[src/rtl/timer_entry_loader_if.sv]
`default_nettype none
// ============================================================================
//  Module      : timer_entry_loader_if
//  Description : Keypad / countdown-counter bundle for the microwave timer
//                entry loader.
//                  key_valid, key_code  - keypad decoder strobe and code
//                  timer_zero           - counter chain reads 00:00
//                  entry_digits         - entry register, for the display
//                  load, load_digits    - parallel load into digit counters
//                  run_en, done, err    - run enable and status pulses
//                The master modport is the keypad/counter side and the slave
//                modport is the loader itself.
//  Revision    : 1.0 - initial release
// ============================================================================
interface timer_entry_loader_if;
    logic        key_valid;
    logic [3:0]  key_code;
    logic        timer_zero;
    logic [15:0] entry_digits;
    logic        load;
    logic [15:0] load_digits;
    logic        run_en;
    logic        done;
    logic        err;

    modport master (
        output key_valid,
        output key_code,
        output timer_zero,
        input  entry_digits,
        input  load,
        input  load_digits,
        input  run_en,
        input  done,
        input  err
    );

    modport slave (
        input  key_valid,
        input  key_code,
        input  timer_zero,
        output entry_digits,
        output load,
        output load_digits,
        output run_en,
        output done,
        output err
    );
endinterface
`default_nettype wire

[src/rtl/timer_entry_loader.sv]
`default_nettype none
// ============================================================================
//  Module      : timer_entry_loader
//  Description : Keypad-side writer for the MM:SS countdown timer. Shifts BCD
//                digits into a 4-digit entry register, validates the entry on
//                START, issues a one-cycle parallel load into the digit
//                counters, then holds run_en until the counter chain reports
//                zero or the CLEAR/STOP key is pressed.
//  Ports       : clk   - system clock, rising edge
//                clear - synchronous active-high reset
//                bus   - timer_entry_loader_if.slave (keys, timer_zero,
//                        entry_digits, load, load_digits, run_en, done, err)
//  Parameters  : MAX_SEC_TENS   - largest accepted seconds-tens digit
//                QUICK_SEC_TENS - seconds-tens loaded by START on empty entry
//  Revision    : 1.0 - initial release
// ============================================================================
module timer_entry_loader #(
    parameter int unsigned MAX_SEC_TENS   = 5,
    parameter int unsigned QUICK_SEC_TENS = 3
) (
    input  wire logic          clk,
    input  wire logic          clear,
    timer_entry_loader_if.slave bus
);

    // ------------------------------------------------------------------------
    // Constants
    // ------------------------------------------------------------------------
    localparam logic [3:0] c_KEY_MAX_DIGIT = 4'h9;
    localparam logic [3:0] c_KEY_START     = 4'hA;
    localparam logic [3:0] c_KEY_STOP      = 4'hB;

    localparam logic [3:0] c_MAX_SEC_TENS   = 4'(MAX_SEC_TENS);
    localparam logic [3:0] c_QUICK_SEC_TENS = 4'(QUICK_SEC_TENS);

    localparam logic [2:0] c_FULL_COUNT = 3'd4;

    localparam logic [1:0] c_ST_EMPTY = 2'd0;
    localparam logic [1:0] c_ST_ENTRY = 2'd1;
    localparam logic [1:0] c_ST_LOAD  = 2'd2;
    localparam logic [1:0] c_ST_RUN   = 2'd3;

    // ------------------------------------------------------------------------
    // State and output registers
    // ------------------------------------------------------------------------
    logic [1:0]  r_state;
    logic [15:0] r_entry;
    logic [2:0]  r_count;
    logic        r_load;
    logic [15:0] r_load_digits;
    logic        r_run_en;
    logic        r_done;
    logic        r_err;

    // ------------------------------------------------------------------------
    // Key decode (codes C-F decode to nothing and are therefore inert)
    // ------------------------------------------------------------------------
    logic w_key_digit;
    logic w_key_start;
    logic w_key_stop;
    logic w_sec_tens_bad;

    assign w_key_digit    = bus.key_valid && (bus.key_code <= c_KEY_MAX_DIGIT);
    assign w_key_start    = bus.key_valid && (bus.key_code == c_KEY_START);
    assign w_key_stop     = bus.key_valid && (bus.key_code == c_KEY_STOP);
    // Seconds-tens sits in nibble [7:4] of {min_tens,min_ones,sec_tens,sec_ones}
    assign w_sec_tens_bad = (r_entry[7:4] > c_MAX_SEC_TENS);

    // ------------------------------------------------------------------------
    // Controller
    // ------------------------------------------------------------------------
    always_ff @(posedge clk) begin
        if (clear) begin
            r_state       <= c_ST_EMPTY;
            r_entry       <= 16'h0000;
            r_count       <= 3'd0;
            r_load        <= 1'b0;
            r_load_digits <= 16'h0000;
            r_run_en      <= 1'b0;
            r_done        <= 1'b0;
            r_err         <= 1'b0;
        end else begin
            // Pulse outputs are high for exactly one cycle
            r_load <= 1'b0;
            r_done <= 1'b0;
            r_err  <= 1'b0;

            case (r_state)
                c_ST_EMPTY, c_ST_ENTRY: begin
                    if (w_key_stop) begin
                        r_state <= c_ST_EMPTY;
                        r_entry <= 16'h0000;
                        r_count <= 3'd0;
                    end else if (w_key_digit) begin
                        // Once four digits are held, further digits are dropped
                        if (r_count < c_FULL_COUNT) begin
                            r_entry <= {r_entry[11:0], bus.key_code};
                            r_count <= r_count + 3'd1;
                        end
                        r_state <= c_ST_ENTRY;
                    end else if (w_key_start) begin
                        if (r_state == c_ST_EMPTY) begin
                            // Quick start: 00:30 style preset
                            r_load_digits <= {4'h0, 4'h0, c_QUICK_SEC_TENS, 4'h0};
                            r_load        <= 1'b1;
                            r_state       <= c_ST_LOAD;
                        end else if (w_sec_tens_bad) begin
                            // Entry is kept so the user can see what was rejected
                            r_err <= 1'b1;
                        end else begin
                            r_load_digits <= r_entry;
                            r_load        <= 1'b1;
                            r_state       <= c_ST_LOAD;
                        end
                    end
                end

                c_ST_LOAD: begin
                    // timer_zero is deliberately not looked at here: the
                    // counters only capture the new value on this edge.
                    if (w_key_stop) begin
                        r_state  <= c_ST_EMPTY;
                        r_entry  <= 16'h0000;
                        r_count  <= 3'd0;
                        r_run_en <= 1'b0;
                    end else begin
                        r_run_en <= 1'b1;
                        r_state  <= c_ST_RUN;
                    end
                end

                c_ST_RUN: begin
                    // STOP takes priority over a coincident zero: no done pulse
                    if (w_key_stop) begin
                        r_state  <= c_ST_EMPTY;
                        r_entry  <= 16'h0000;
                        r_count  <= 3'd0;
                        r_run_en <= 1'b0;
                    end else if (bus.timer_zero) begin
                        r_done   <= 1'b1;
                        r_run_en <= 1'b0;
                        r_entry  <= 16'h0000;
                        r_count  <= 3'd0;
                        r_state  <= c_ST_EMPTY;
                    end
                end

                default: begin
                    r_state  <= c_ST_EMPTY;
                    r_run_en <= 1'b0;
                end
            endcase
        end
    end

    // ------------------------------------------------------------------------
    // Outputs
    // ------------------------------------------------------------------------
    assign bus.entry_digits = r_entry;
    assign bus.load         = r_load;
    assign bus.load_digits  = r_load_digits;
    assign bus.run_en       = r_run_en;
    assign bus.done         = r_done;
    assign bus.err          = r_err;

endmodule
`default_nettype wire

[src/flat_wrapper.sv]
// flat-port wrapper written by rule: the top's interface ports become plain ports
module timer_entry_loader_flat 
#(
    parameter int unsigned MAX_SEC_TENS   = 5,
    parameter int unsigned QUICK_SEC_TENS = 3
)
  (clk, clear, bus_key_valid, bus_key_code, bus_timer_zero, bus_entry_digits, bus_load, bus_load_digits, bus_run_en, bus_done, bus_err);
  timer_entry_loader_if bus_i ();
  input  wire logic clk;
  input  wire logic clear;
  input wire logic [$bits(bus_i.key_valid)-1:0] bus_key_valid;
  input wire logic [$bits(bus_i.key_code)-1:0] bus_key_code;
  input wire logic [$bits(bus_i.timer_zero)-1:0] bus_timer_zero;
  output wire logic [$bits(bus_i.entry_digits)-1:0] bus_entry_digits;
  output wire logic [$bits(bus_i.load)-1:0] bus_load;
  output wire logic [$bits(bus_i.load_digits)-1:0] bus_load_digits;
  output wire logic [$bits(bus_i.run_en)-1:0] bus_run_en;
  output wire logic [$bits(bus_i.done)-1:0] bus_done;
  output wire logic [$bits(bus_i.err)-1:0] bus_err;
  assign bus_i.key_valid = bus_key_valid;
  assign bus_i.key_code = bus_key_code;
  assign bus_i.timer_zero = bus_timer_zero;
  assign bus_entry_digits = bus_i.entry_digits;
  assign bus_load = bus_i.load;
  assign bus_load_digits = bus_i.load_digits;
  assign bus_run_en = bus_i.run_en;
  assign bus_done = bus_i.done;
  assign bus_err = bus_i.err;
  timer_entry_loader #(.MAX_SEC_TENS(MAX_SEC_TENS), .QUICK_SEC_TENS(QUICK_SEC_TENS)) u_core (.clk(clk), .clear(clear), .bus(bus_i));
endmodule
[config.mk]
export PLATFORM = sky130hd
export DESIGN_NAME = timer_entry_loader_flat
export DESIGN_NICKNAME = d
export VERILOG_FILES = /design/src/rtl/timer_entry_loader_if.sv /design/src/rtl/timer_entry_loader.sv /design/src/flat_wrapper.sv
export SDC_FILE = /design/constraint.sdc
export NUM_CORES = 1
export LEC_CHECK = 0
export BUFFER_PORTS_ARGS = -buffer_cell sky130_fd_sc_hd__buf_4
export CAP_MARGIN = 20
export CELL_PAD_IN_SITES_DETAIL_PLACEMENT = 0
export CELL_PAD_IN_SITES_GLOBAL_PLACEMENT = 1
export CORE_ASPECT_RATIO = 2
export CORE_UTILIZATION = 40
export CTS_CLUSTER_DIAMETER = 200
export CTS_CLUSTER_SIZE = 25
export DETAILED_ROUTE_END_ITERATION = 10
export GPL_TIMING_DRIVEN = 0
export HOLD_SLACK_MARGIN = 0.12
export PLACE_DENSITY_LB_ADDON = 0.1
export SYNTH_ARGS = -nofsm -noshare
export SYNTH_HDL_FRONTEND = slang
export SYNTH_SLANG_ARGS = --single-unit
[constraint.sdc]
create_clock -name clk -period 2.3 [get_ports clk]
set_input_delay 0.69 -clock clk [delete_from_list [all_inputs] [get_ports clk]]
set_output_delay 0.69 -clock clk [all_outputs]
set_load 0.03 [all_outputs]
# --- Word-level counts from Yosys, hierarchy flattened ---
# Index checks and enable logic that the tools add are counted.
totals:
  register_bits: 41
  in_bits: 8
  out_inout_bits: 36
classes:
  addsub: 1
  magnitude_cmp: 3
  n_eq_ne: 12
  mux: 33
  n_bitwise: 5
  n_reduce_logical: 13
ops:
  columns: ["operator", "n"]
  rows:
  - ["2-to-1 mux 16 bit", 8]
  - ["case mux 16 bit (3 select lines)", 1]
  - ["2-to-1 mux 3 bit", 6]
  - ["2-to-1 mux 2 bit", 8]
  - ["case mux 3 bit (3 select lines)", 1]
  - ["== test 4 bit, second input constant", 2]
  - ["2-to-1 mux 1 bit", 7]
  - ["!= test 3 x 1 -> 1 bit, second input constant", 2]
  - ["case mux 2 bit (3 select lines)", 1]
  - ["OR reduction 6 bit", 1]
  - ["!= test 5 x 3 -> 1 bit, second input constant", 1]
  - ["inverter 1 bit", 5]
  - ["AND reduction 5 bit", 1]
  - ["OR reduction 5 bit", 1]
  - ["== test 2 bit, second input constant", 2]
  - ["greater-than comparator 4 x 3 -> 1 bit, second input constant", 1]
  - ["<= comparator 4 bit, second input constant", 1]
  - ["!= test 4 x 1 -> 1 bit, second input constant", 1]
  - ["AND reduction 4 bit", 1]
  - ["adder 3 x 1 -> 3 bit, second input constant", 1]
  - ["logical AND 1 bit", 3]
  - ["< comparator 3 bit, second input constant", 1]
  - ["!= test 3 x 2 -> 1 bit, second input constant", 1]
  - ["AND reduction 3 bit", 1]
  - ["other kinds (9)", 9]

# --- Logic depth before layout (Yosys ltp) ---
# Gate-level depths: netlist of the first run.
logic_depth:
  ltp_word: 7
  depth_mapped: 6
  ltp_nobuf: 4

# --- Worst setup path before layout of the first run ---
# No wires, ideal clock.
synth_path:
  path_kind: "input -> register"
  from: "input bus_key_code[0]"
  to: "register u_core.r_load_digits[0], in the netlist u_core.bus.load_digits[0]"
  arrival_ns: 1.774
  required_ns: 2.215
  slack_ns: 0.441
  cell_stages: 6
  cell_sequence: "buf_6 -> nand2b_4 -> a211oi_4 -> nand2_4 -> buf_6 -> o31ai_2"
synth_via:
  elab_chain_len: 4
  elab_cells_between_ends: 9
  cone_classes: "1 x order compare; 2 x eq/ne; 2 x bitwise; 4 x reduce/logical"
synth_rtl:
  columns: ["element", "line", "rtl"]
  rows:
  - ["start, declared", "flat_wrapper.sv:12", "input wire logic [$bits(bus_i.key_code)-1:0] bus_key_code;"]
  - ["<= comparator 4 bit / == test 4 bit (equally long branches)", "timer_entry_loader.sv:63, timer_entry_loader.sv:65", null]
  - ["logical AND 1 bit, on equally long branches", "timer_entry_loader.sv:63, timer_entry_loader.sv:65", null]
  - ["inverter 1 bit (no line)", null, null]
  - ["AND reduction 5 bit (no line) *", null, null]
  - ["end signal, assigned", "timer_entry_loader.sv:104", "r_load_digits <= {4'h0, 4'h0, c_QUICK_SEC_TENS, 4'h0};"]
  - ["end signal, assigned", "timer_entry_loader.sv:111", "r_load_digits <= r_entry;"]
  - ["end, declared", "timer_entry_loader.sv:50", "logic [15:0] r_load_digits;"]
# Mark *: on every way between the ends. The rest lies on a longest branch, timed or not.
# A chain may end at the register's enable or synchronous reset.

# --- Final worst setup path of the first run ---
layout_path:
  from: "input bus_key_valid"
  to: "register u_core.r_load_digits[1], in the netlist u_core.bus.load_digits[1]"
layout_via:
  elab_chain_len: 3
  elab_cells_between_ends: 6
  cone_classes: "2 x bitwise; 4 x reduce/logical"
layout_rtl:
  columns: ["element", "line", "rtl"]
  rows:
  - ["start, declared", "flat_wrapper.sv:11", "input wire logic [$bits(bus_i.key_valid)-1:0] bus_key_valid;"]
  - ["logical AND 1 bit, on equally long branches", "timer_entry_loader.sv:63, timer_entry_loader.sv:65", null]
  - ["inverter 1 bit (no line)", null, null]
  - ["AND reduction 5 bit (no line) *", null, null]
# Marks and branches as above.

==> impl_results.md, run 1 <==
* Status: finished, final reports clean
* Row cnt at 34
* Max cap viols at 0
* Final period utilization at 0.8005
* R2R setup slack at around 0.52 ns
* Total Wirelength at between 5 and 6 mm
* Crit-path max cell delay at ~0.48 ns
* Worst EP arrival at between 2 and 2.5 ns
* Max Freq at around 540 MHz
* Critical path depth at 6
* Count leader, synth: dfxtp_1
* Chip width at between 50 and 60 um
* Critical Path Source Type: input port
* Register area at slightly above 800 um^2
* Initial antenna violation count at 0
* Crit Path Max Fanout at 10
* Cell Area, Synth at 1872 um^2
* CP Capture Point: u_core.bus.load_digits[1]$_SDFFE_PP0P_
* Starting density of the core at 0.4231
* WS Path Type: in -> reg
* EDFF count, synth at 0
* CORE AREA at around 4400 um^2
* Yosys cell types at between 40 and 50
* FF-to-FF End: u_core.bus.load_digits[10]$_SDFFE_PP0P_
* Final cell count without fillers at ~290
* TritonRoute pass-1 iters at 4
* Area occupied by multi-input gates at just under 1000 um^2
* Wire length per cell at between 15 and 20 um
* Num ports at between 40 and 50
* First-pass GRT wire length at between 8 and 9 mm
* Sequential-to-total area share from yosys stat at 0.4385
* Clock tree root buffer cell: clkbuf_8
* Die footprint at 4974 um^2
* Area Overhead vs Synth at 24.87%
* Actual slew at the worst max-slew pin at ~0.67 ns
* Total GRT Usage at 0.2250
* Yosys top cell area share at 0.4385
* Vias in the first global route at ~1700
* Maximum VDD drop at 0.4759 mV
* Slew margin rel. at 0.5515
* Final worst path period need at 1.841 ns
* Slowest cell on crit path: a211oi_4
* CTS Hold Bufs at 0
* Top cell type by total area after synthesis: dfxtp_1
* Post-synth ARST share at 0
* Yosys warns at 0
* Skew-Pair Late Insertion Delay at 0.30 ns
* Power density over the cells at approximately 640 nW/um^2
* Leading cell types by total area after synthesis: dfxtp_1, mux2i_1, nand2_1
* HPWL after detailed placement at approximately 3.8 mm
* Cell chain of the critical path: buf_4, and2b_4, a211oi_4, nand2_4, buf_6, o31ai_2
* Synthesized instance count at between 150 and 200
* Worst R2R Path Depth at 4
* IO buf count at 42
* Die height at roughly 100 um
* Hold Slack at around 0.48 ns
* Worst Setup SP: bus_key_valid
* CP Capture Type: flop
* Syn_nets at 194
* M1 WL at 1.929 mm
* Met3 wire len at around 230 um
* Vias/cell at approximately 5.6
* Setup Buffers After CTS at 0
* CTS tree: done
* Max Buffers Root-to-Sink at 2
* RSZ-0062 raised after global routing: no
* Final setup fails at 0
* Bufs and invs on worst path at 2
* Share of layout cells above drive strength 1 at 0.3617
* Reg-to-reg startpoint: u_core.r_state[1]$_SDFFE_PP0P_
* Max H-tree Level at 2
* Worst-path clk slew at 0.08 ns
* Cells after DPL at 281
* Routability congestion estimate at roughly 0.8
* Via count at approximately 1600
* Highest layer used for signal routing: met4
* Post-route ant nets at 0
* Remaining DRCs at 0
* Final Hold Vio Count at 0
* Iter 0 DRT Violations at 28
* Primary FF master, synth: dfxtp_1
* Register bit total from synthesis at approximately 40
* Hold Startpoint: u_core.r_count[1]$_SDFFE_PP0P_
* Largest net degree at the start of global routing at 13
* Global route overflow at 0
* Final Slew Violations at 0
* TNS Setup at 0 ns
* CTS buffer count at 5
* Leakage at 0.9548 nW
* Required time worst endpoint at roughly 2.5 ns
* CP top delay family: compound AO/OA/AOI/OAI gates
* Clk sinks at 41
* Power Total at roughly 0.0015 W
* Fillers at around 430
* Synth cell count leaders: dfxtp_1, nand2_1, mux2i_1
* HP Class: reg -> reg
* Avg Cell Area, Syn at ~10 um^2
* Post_cts resized at 0
* ANT cells at 0
* Layout Nets at between 200 and 250
* Fin Clk Skew at 0.006647 ns
* Detailed-routed wire length on met2 at ~2.8 mm
==> layer usage <==
| metal | global-route usage | up-vias |
|---|---|---|
| li1 | - | 774 |
| met1 | 0.2400 | 783 |
| met2 | 0.3846 | 52 |
| met3 | 0.05247 | 12 |
| met4 | 0.1410 | 0 |
| met5 | 0 | - |
==> area by class of cell <==
cell class                 instances  area share
inverter                           2    0.003212
clock inverter                     2    0.004283
sequential                        41      0.3512
multi-input combinational        129      0.4127
buffer                            13     0.03373
clock buffer                       6     0.03105
tap                               54     0.02891
timing repair buffer              42      0.1349
==> stage by stage <==
| step | instance area, um^2 | setup slack, ns | utilization |
|---|---|---|---|
| final | 2337 | 0.4589 | 0.5283 |
| after global routing | 2337 | 0.3592 | 0.5283 |
| after CTS | 2337 | 0.4705 | 0.5283 |
| after detailed placement | 2255 | 0.1666 | 0.5096 |
| after global placement | 2255 | 0.1993 | 0.5096 |
| after floorplan | 1872 | 0.4409 | - |
==> cells in the final DEF, fill, tap and decap left out, drive strengths merged, types with 2 or more instances in the layout <==
| cell type | n |
|---|---|
| clkbuf | 10 |
| buf | 51 |
| o211ai | 13 |
| a211o | 2 |
| nor4 | 2 |
| nand2 | 37 |
| a21oi | 6 |
| a31oi | 4 |
| nor3 | 2 |
| nand4 | 2 |
| nand3 | 4 |
| o31ai | 12 |
| nor2 | 5 |
| and2b | 2 |
| dfxtp | 41 |
| mux2i | 16 |
| a211oi | 5 |
| clkinv | 3 |
| o21ai | 4 |
==> logic make-up after synthesis <==
| group | synth area share |
|---|---|
| simple gates | 0.1711 |
| compound gates | 0.2520 |
| flops | 0.4385 |
| mux | 0.08556 |
| buf+inv | 0.04612 |
| fa+ha+maj | 0.006683 |
==> report_power, final <==
part / internal [W] / leakage, nW / switching [W]
Sequential: 0.000732 / 0.332 / 0.0000237
Clock: 0.000211 / 0.0450 / 0.000257
Combinational: 0.0000926 / 0.578 / 0.000177
Total: 0.00104 / 0.955 / 0.000458
==> worst min-delay path by stage <==
| stage | end | slack [ns] | cells after the start |
|---|---|---|---|
| floorplan | u_core.r_count[1]$_SDFFE_PP0P_ | 0.44 | 2 |
| CTS | u_core.r_count[1]$_SDFFE_PP0P_ | 0.48 | 2 |
| finish | u_core.r_count[1]$_SDFFE_PP0P_ | 0.48 | 2 |
| detailed placement | u_core.r_count[1]$_SDFFE_PP0P_ | 0.46 | 2 |
| global route | u_core.r_count[1]$_SDFFE_PP0P_ | 0.50 | 2 |
| global placement | u_core.r_count[1]$_SDFFE_PP0P_ | 0.45 | 2 |
==> worst register-to-register path, delay by kind of cell (launching register included) <==
kind                   cells  cell delay [ns]
AOI/OAI and AO/OA          1             0.18
and+or+nand+nor            1             0.34
DFF                        1             0.35
buffers and inverters      2             0.77
==> state kept, by name (all words and copies together), names as in the netlist <==
signal                   cells
u_core.bus.done              1
u_core.bus.entry_digits     16
u_core.bus.err               1
u_core.bus.load              1
u_core.bus.load_digits      16
u_core.bus.run_en            1
u_core.r_count               3
u_core.r_state               2
Note: power is estimated with default switching activity, not from simulation.
==> run 2, diff against run 1 <==
==> constraint.sdc (replaced) <==
create_clock -name clk -period 1.9 [get_ports clk]
set_input_delay 0.57 -clock clk [delete_from_list [all_inputs] [get_ports clk]]
set_output_delay 0.57 -clock clk [all_outputs]
set_load 0.03 [all_outputs]
==> run 2 against run 1 <==
Utilization barely moved; total power rose by 21%; clock power is 21% higher; die area unchanged; first-iteration DRC count unchanged; critical endpoint is now u_core.bus.entry_digits[14]$_SDFFE_PP0P_; largest cell class unchanged.
==> impl_results.md, run 2 (synthesis results as in run 1) <==
* Setup Buffers After CTS at 0 (unchanged)
* Initial antenna violation count at 0 (unchanged)
* Slew margin rel. at 0.5588 (+0.007263)
* CTS tree: done
* Vias in the first global route at 1668 (unchanged)
* CTS buffer count at 5 (unchanged)
* Max H-tree Level at 2 (unchanged)
* Worst Setup SP: u_core.r_state[1]$_SDFFE_PP0P_
* Final setup fails at 0 (unchanged)
* Most frequent cells in the layout: buf_4, dfxtp_1, nand2_1
* Starting density of the core at 0.4231 (unchanged)
* Chip width at 50.37 um (unchanged)
* CORE AREA at 4424 um^2 (unchanged)
* Via count at 1625 (+0.25%)
* Iter 0 DRT Violations at 28 (unchanged)
* Remaining DRCs at 0 (unchanged)
* Most common cell after layout, fill and taps aside: buf_4
* Die height at 98.74 um (unchanged)
* ANT cells at 0 (unchanged)
* Slowest cell on crit path: a21oi_4
* Actual slew at the worst max-slew pin at 0.6618 ns (-0.01089 ns)
* WS Path Type: reg -> reg
* Required time worst endpoint at 2.12 ns (-0.39 ns)
* TritonRoute pass-1 iters at 4 (unchanged)
* Row cnt at 34 (unchanged)
* Leakage at 0.9576 nW (+0.29%)
* Fin Clk Skew at 0.006642 ns (-0.000004880 ns)
* Global route overflow at 0 (unchanged)
* Crit Path Max Fanout at 10 (unchanged)
* Routability congestion estimate at 0.8130 (unchanged)
* Skew-Pair Late Insertion Delay at 0.30 ns (about the same)
* Power density over the cells at 773.6 nW/um^2 (+21%)
* Layout Nets at 243 (unchanged)
* Total Wirelength at 5.203 mm (about the same)
* Cell chain of the critical path: buf_2, nor2_1, a31oi_1, a21oi_4, buf_6, mux2i_1
* HP Class: reg -> reg
* Area post-placement at 2255 um^2 (unchanged)
* Max Buffers Root-to-Sink at 2 (unchanged)
* Setup slack after layout at 0.1692 ns (-0.2897 ns)
* Worst EP arrival at 1.96 ns (-0.09 ns)
* Final Slew Violations at 0 (unchanged)
* Final period utilization at 0.9109
* Share of layout cells above drive strength 1 at 0.3660 (+0.004255)
* Final worst path period need at 1.731 ns
* Worst-path clk slew at 0.08 ns (about the same)
* Final Hold Vio Count at 0 (unchanged)
* Area Overhead vs Synth at 24.93% (about the same)
* IO buf count at 42 (unchanged)
* Max cap viols at 0 (unchanged)
* Critical Path Source Type: flop
* First-pass GRT wire length at 8.349 mm (unchanged)
* Clk sinks at 41 (unchanged)
* Hold Startpoint: u_core.r_count[1]$_SDFFE_PP0P_
* Post-route ant nets at 0 (unchanged)
* Design area at 2338 um^2 (about the same)
* WHS Path Cells at 2 (unchanged)
* Wire length per cell at 18.00 um (about the same)
* Max Freq at just under 600 MHz
* Num ports at 44 (unchanged)
* Reg-to-reg startpoint: u_core.r_state[1]$_SDFFE_PP0P_
* Clock tree root buffer cell: clkbuf_8
* Setup WS pre-CTS at -0.1134 ns (-0.2800 ns)
* Power Total at 0.001809 W (+21%)
* CP Capture Type: flop
* Vias/cell at 5.623 (+0.25%)
* Total GRT Usage at 0.2250 (unchanged)
* RSZ-0062 raised after global routing: no
* Status: finished, final reports clean
* HPWL after detailed placement at 3.837 mm (unchanged)
* Worst R2R Path Depth at 6 (+2)
* TNS Setup at 0 ns (unchanged)
* Largest net degree at the start of global routing at 13 (unchanged)
* Die footprint at 4974 um^2 (unchanged)
* Maximum VDD drop at 0.5778 mV (+21%)
* Crit-path max cell delay at 0.37 ns (-0.11 ns)
-- run 2: power by group --
group          switching (W)  leakage (nW)  total (W)  internal [W]
Clock               0.000311        0.0450   0.000566      0.000255
Sequential         0.0000291         0.332   0.000915      0.000886
Combinational       0.000215         0.581   0.000328      0.000113
Total               0.000555         0.958    0.00181       0.00125
-- run 2: metrics by stage --
| step | hold WS, ns | cells | utilization |
|---|---|---|---|
| after floorplan | 0.4385 | 185 | - |
| after global placement | 0.4479 | 281 | 0.5096 |
| after detailed placement | 0.4590 | 281 | 0.5096 |
| after CTS | 0.4751 | 289 | 0.5283 |
| after global routing | 0.4898 | 289 | 0.5286 |
| final | 0.4800 | 289 | 0.5286 |
-- run 2: repair_timing --
action	4_1_cts	5_1_grt
resized for setup	0	2
endpoints found under the hold margin	0	0
hold buffers	0	0
endpoints found under the setup margin	0	1
-- run 2: path summary, 6_finish.rpt --
path / slack, ns / end
hold / removal: 0.48 / u_core.r_count[1]$_SDFFE_PP0P_
setup / recovery: 0.17 / u_core.bus.entry_digits[14]$_SDFFE_PP0P_
hold reg to reg: 0.48 / u_core.r_count[1]$_SDFFE_PP0P_
setup reg to reg: 0.17 / u_core.bus.entry_digits[14]$_SDFFE_PP0P_
-- run 2: cell type report --
class / instances / area [um^2]
Fill cell: 433 / 2086
Sequential cell: 41 / 820.8
Buffer: 13 / 80.08
Inverter: 2 / 7.507
Timing Repair Buffer: 42 / 315.3
Tap cell: 54 / 67.56
Multi-Input combinational cell: 129 / 964.7
Clock buffer: 6 / 72.57
Clock inverter: 2 / 10.01
-- run 2: routing by layer --
metal,global-route usage,vias to the layer above,part of all wire
li1,-,774,-
met1,0.2400,787,0.37
met2,0.3846,52,0.54
met3,0.05247,12,0.045
met4,0.1410,0,0.042
met5,0,-,0
-- run 2: worst max-delay path: cells and delay by family, from the launching register on --
kind | cells | cell delay (ns)
compound gates | 2 | 0.47
simple gates | 1 | 0.20
buf+inv | 2 | 0.43
flops | 1 | 0.35
mux | 1 | 0.20
==> run 3, diff against run 2 <==
--- a/config.mk
+++ b/config.mk
@@ -5,12 +5,13 @@
 export SDC_FILE = /design/constraint.sdc
 export NUM_CORES = 1
 export LEC_CHECK = 0
+export ABC_AREA = 1
 export BUFFER_PORTS_ARGS = -buffer_cell sky130_fd_sc_hd__buf_4
 export CAP_MARGIN = 20
 export CELL_PAD_IN_SITES_DETAIL_PLACEMENT = 0
 export CELL_PAD_IN_SITES_GLOBAL_PLACEMENT = 1
 export CORE_ASPECT_RATIO = 2
-export CORE_UTILIZATION = 40
+export CORE_UTILIZATION = 38
 export CTS_CLUSTER_DIAMETER = 200
 export CTS_CLUSTER_SIZE = 25
 export DETAILED_ROUTE_END_ITERATION = 10
==> run 3 against run 2 <==
Non-clock buffer count decreased by 2; clock power increased by 31%; via count increased by 11%; fmax increased by 12%; global-route usage decreased by 1.4 points.
==> impl_results.md, run 3 <==
* Status: finished, final reports clean
* Top cell type by total area after synthesis: dfxtp_1
* Worst-path clk slew at 0.09 ns (about the same)
* Hold Slack at 0.4447 ns (-0.03531 ns)
* Clock power share at 0.323 (+0.010)
* Syn_nets at 280 (+44%)
* Setup WS pre-CTS at 0.02485 ns (+0.1383 ns)
* Count leader, synth: nand2_1
* Primary FF master, synth: dfxtp_1
* Slew margin rel. at 0.6938 (+0.1350)
* Vias/cell at 4.772 (-15%)
* FF-to-FF End: u_core.bus.entry_digits[1]$_SDFFE_PP0P_
* NetSw at 0.0007507 W (+35%)
* Final setup fails at 0 (unchanged)
* Worst Setup SP: bus_key_code[2]
* Yosys warns at 0 (unchanged)
* Chip width at 52.47 um (+4.2%)
* Post-synth ARST share at 0 (unchanged)
* Fin Clk Skew at 0.01067 ns (+0.004027 ns)
* Cell chain of the critical path: buf_4, nor2_4, nand3_4, nand2_2, nand3_4, buf_6, o21bai_1, nor2_1
* Yosys cell types at 23 (-44%)
* ANT cells at 0 (unchanged)
* Max H-tree Level at 2 (unchanged)
* Die footprint at 5400 um^2 (+8.6%)
* Crit Path Max Fanout at 10 (unchanged)
* Largest net degree at the start of global routing at 14 (+1)
* Crit-path max cell delay at 0.21 ns (-0.16 ns)
* Power density over the cells at 942.9 nW/um^2 (+22%)
* Avg Cell Area, Syn at 7.142 um^2 (-29%)
* Setup Buffers After CTS at 0 (unchanged)
* Initial antenna violation count at 0 (unchanged)
* IO buf count at 42 (unchanged)
* CP Capture Type: flop
* Max Buffers Root-to-Sink at 2 (unchanged)
* Register bit total from synthesis at 41 (unchanged)
* Post-route ant nets at 0 (unchanged)
* CORE AREA at 4865 um^2 (+10%)
* Area Overhead vs Synth at 26.18%
* Worst R2R Path Depth at 7 (+1)
* Yosys top cell area share at 0.4240 (-0.01446)
* CP Capture Point: u_core.bus.entry_digits[1]$_SDFFE_PP0P_
* Cell mode on critical path: nand3_4
* HPWL after detailed placement at 3.933 mm (+2.5%)
* Final cell count without fillers at 378 (+31%)
* Final Hold Vio Count at 0 (unchanged)
* Cells after DPL at 370 (+32%)
* Slowest cell on crit path: nand2_2
* Die height at 102.9 um (+4.2%)
* RSZ-0062 raised after global routing: no
* Clock tree root buffer cell: clkbuf_8
* Leading cell types by total area after synthesis: dfxtp_1, nand2_1, inv_1
* CTS tree: done
* Final worst path period need at 1.548 ns (-0.1825 ns)
* Num ports at 44 (unchanged)
* EDFF count, synth at 0 (unchanged)
* Internal Power at 0.001552 W (+24%)
* Row cnt at 36 (+5.9%)
* Remaining DRCs at 0 (unchanged)
* Total GRT Usage at 0.2110 (-0.01400)
* Most common cell after layout, fill and taps aside: nand2_1
* Logic gate share of total power at 0.247 (+0.066)
* Vias in the first global route at 1697 (+1.7%)
* Leakage at 1.207 nW (+26%)
* Required time worst endpoint at 2.08 ns (-0.04 ns)
* Routability congestion estimate at 0.8161 (+0.38%)
* Fillers at 541 (+25%)
* CTS buffer count at 5 (unchanged)
* Max cap viols at 0 (unchanged)
* TritonRoute pass-1 iters at 4 (unchanged)
* Actual slew at the worst max-slew pin at 0.4593 ns (-0.2025 ns)
* Critical Path Source Type: input port
* Synth cell count leaders: nand2_1, inv_1, nor2_1
* Final Slew Violations at 0 (unchanged)
* Post_cts resized at 0 (unchanged)
* Bufs and invs on worst path at 2 (unchanged)
* Most frequent cells in the layout: nand2_1, nor2_1, inv_1
* Sequential-to-total area share from yosys stat at 0.4240 (-0.01446)
* Sw frac at 0.3260 (+0.01929)
* Starting density of the core at 0.3979 (-0.02519)
* HP Class: reg -> reg
* Synthesized instance count at 271 (+46%)
* Setup slack after layout at 0.3517 ns (+0.1825 ns)
* Worst EP arrival at 1.73 ns (-0.23 ns)
* TNS Setup at 0 ns (unchanged)
* First-pass GRT wire length at 8.280 mm (-0.83%)
* Wire length per cell at 13.69 um (-24%)
* Layout Nets at 329 (+35%)
* Cell Area, Synth at 1936 um^2 (+3.4%)
* WS Path Type: in -> reg
* Global route overflow at 0 (unchanged)
* Max Freq at 645.9 MHz (+12%)
* Reg-to-reg startpoint: u_core.r_state[1]$_SDFFE_PP0P_
* Sequential fraction of design power at 0.430 (-0.076)
* CTS Hold Bufs at 0 (unchanged)
* Via count at 1804 (+11%)
* Final period utilization at 0.8149 (-0.09605)
* R2R setup slack at 0.38 ns (+0.21 ns)
* Skew-Pair Late Insertion Delay at 0.29 ns (about the same)
* Clk sinks at 41 (unchanged)
* CP top delay family: simple AND/OR/NAND/NOR gates
* Share of layout cells above drive strength 1 at 0.2336 (-0.1323)
* Maximum VDD drop at 0.7356 mV (+27%)
* Critical path depth at 8 (+2)
* Total Wirelength at 5.175 mm (-0.54%)
* Iter 0 DRT Violations at 46 (+64%)
==> run 3: cell count changes in the layout (fill, tap and decap cells not counted), moves of 14 or more <==
cell      change
mux2i_1      -16
nand2_1      +17
nor2_1       +38
nand3_1      +14
o21bai_1     +15
inv_1        +42
==> run 3: cell families after synthesis <==
kind of cell,count (synthesis),synth area share
AO/OA/AOI/OAI,35,0.1118
adder cells (fa/ha/maj),1,0.006463
buffers and inverters,58,0.1299
flip-flops,41,0.4240
AND/OR/NAND/NOR,136,0.3277
==> run 3: metrics by stage <==
stage	cell area (um^2)	total power (W)	utilization
6_report	2442	0.002303	0.5021
4_1_cts	2442	0.002328	0.5021
5_1_grt	2442	0.002424	0.5021
3_3_place_gp	2322	0.001583	0.4774
2_1_floorplan	1936	0.001394	-
3_5_place_dp	2322	0.001584	0.4774
==> run 3: how the worst min path moves through the flow <==
stage                                           start                                     end  slack [ns]  cells after the start
6_report       u_core.bus.load_digits[7]$_SDFFE_PP0P_  u_core.bus.load_digits[7]$_SDFFE_PP0P_        0.44                      2
5_1_grt        u_core.bus.load_digits[7]$_SDFFE_PP0P_  u_core.bus.load_digits[7]$_SDFFE_PP0P_        0.47                      2
4_1_cts        u_core.bus.load_digits[7]$_SDFFE_PP0P_  u_core.bus.load_digits[7]$_SDFFE_PP0P_        0.45                      2
3_5_place_dp   u_core.bus.load_digits[7]$_SDFFE_PP0P_  u_core.bus.load_digits[7]$_SDFFE_PP0P_        0.43                      2
3_3_place_gp   u_core.bus.load_digits[7]$_SDFFE_PP0P_  u_core.bus.load_digits[7]$_SDFFE_PP0P_        0.43                      2
2_1_floorplan          u_core.r_count[2]$_SDFFE_PP0P_          u_core.r_count[2]$_SDFFE_PP0P_        0.48                      4
==> run 3: power groups by stage <==
stage	Combinational [W]	Sequential, W	Clock (W)
floorplan	0.000308	0.00109	0
global placement	0.000569	0.00101	0
detailed placement	0.000572	0.00101	0
CTS	0.000575	0.000993	0.000760
global route	0.000633	0.000999	0.000792
finish	0.000569	0.000991	0.000743
==> run 3: final cells by class <==
class / count / area [um^2] / share of cell area
Multi-Input combinational cell: 172 / 863.3 / 0.3535
Sequential cell: 41 / 820.8 / 0.3361
Timing Repair Buffer: 42 / 315.3 / 0.1291
Inverter: 47 / 177.7 / 0.07275
Clock buffer: 6 / 82.58 / 0.03381
Buffer: 11 / 73.82 / 0.03023
Tap cell: 57 / 71.32 / 0.02920
Clock inverter: 2 / 37.54 / 0.01537
==> run 3: routing by layer <==
metal	part of all wire	track usage	wire, um	up-vias
li1	-	-	-	935
met1	0.38	0.2183	1987	825
met2	0.57	0.4090	2956	37
met3	0.025	0.03245	131	7
met4	0.019	0.06883	99	0
met5	0	0	0	-
==> run 3: worst reg2reg max path: cells and delay by family (launching register included) <==
kind                   cells  cell delay, ns
AND/OR/NAND/NOR            4            0.39
buffers and inverters      1            0.19
AO/OA/AOI/OAI              2            0.46
flip-flops                 1            0.38
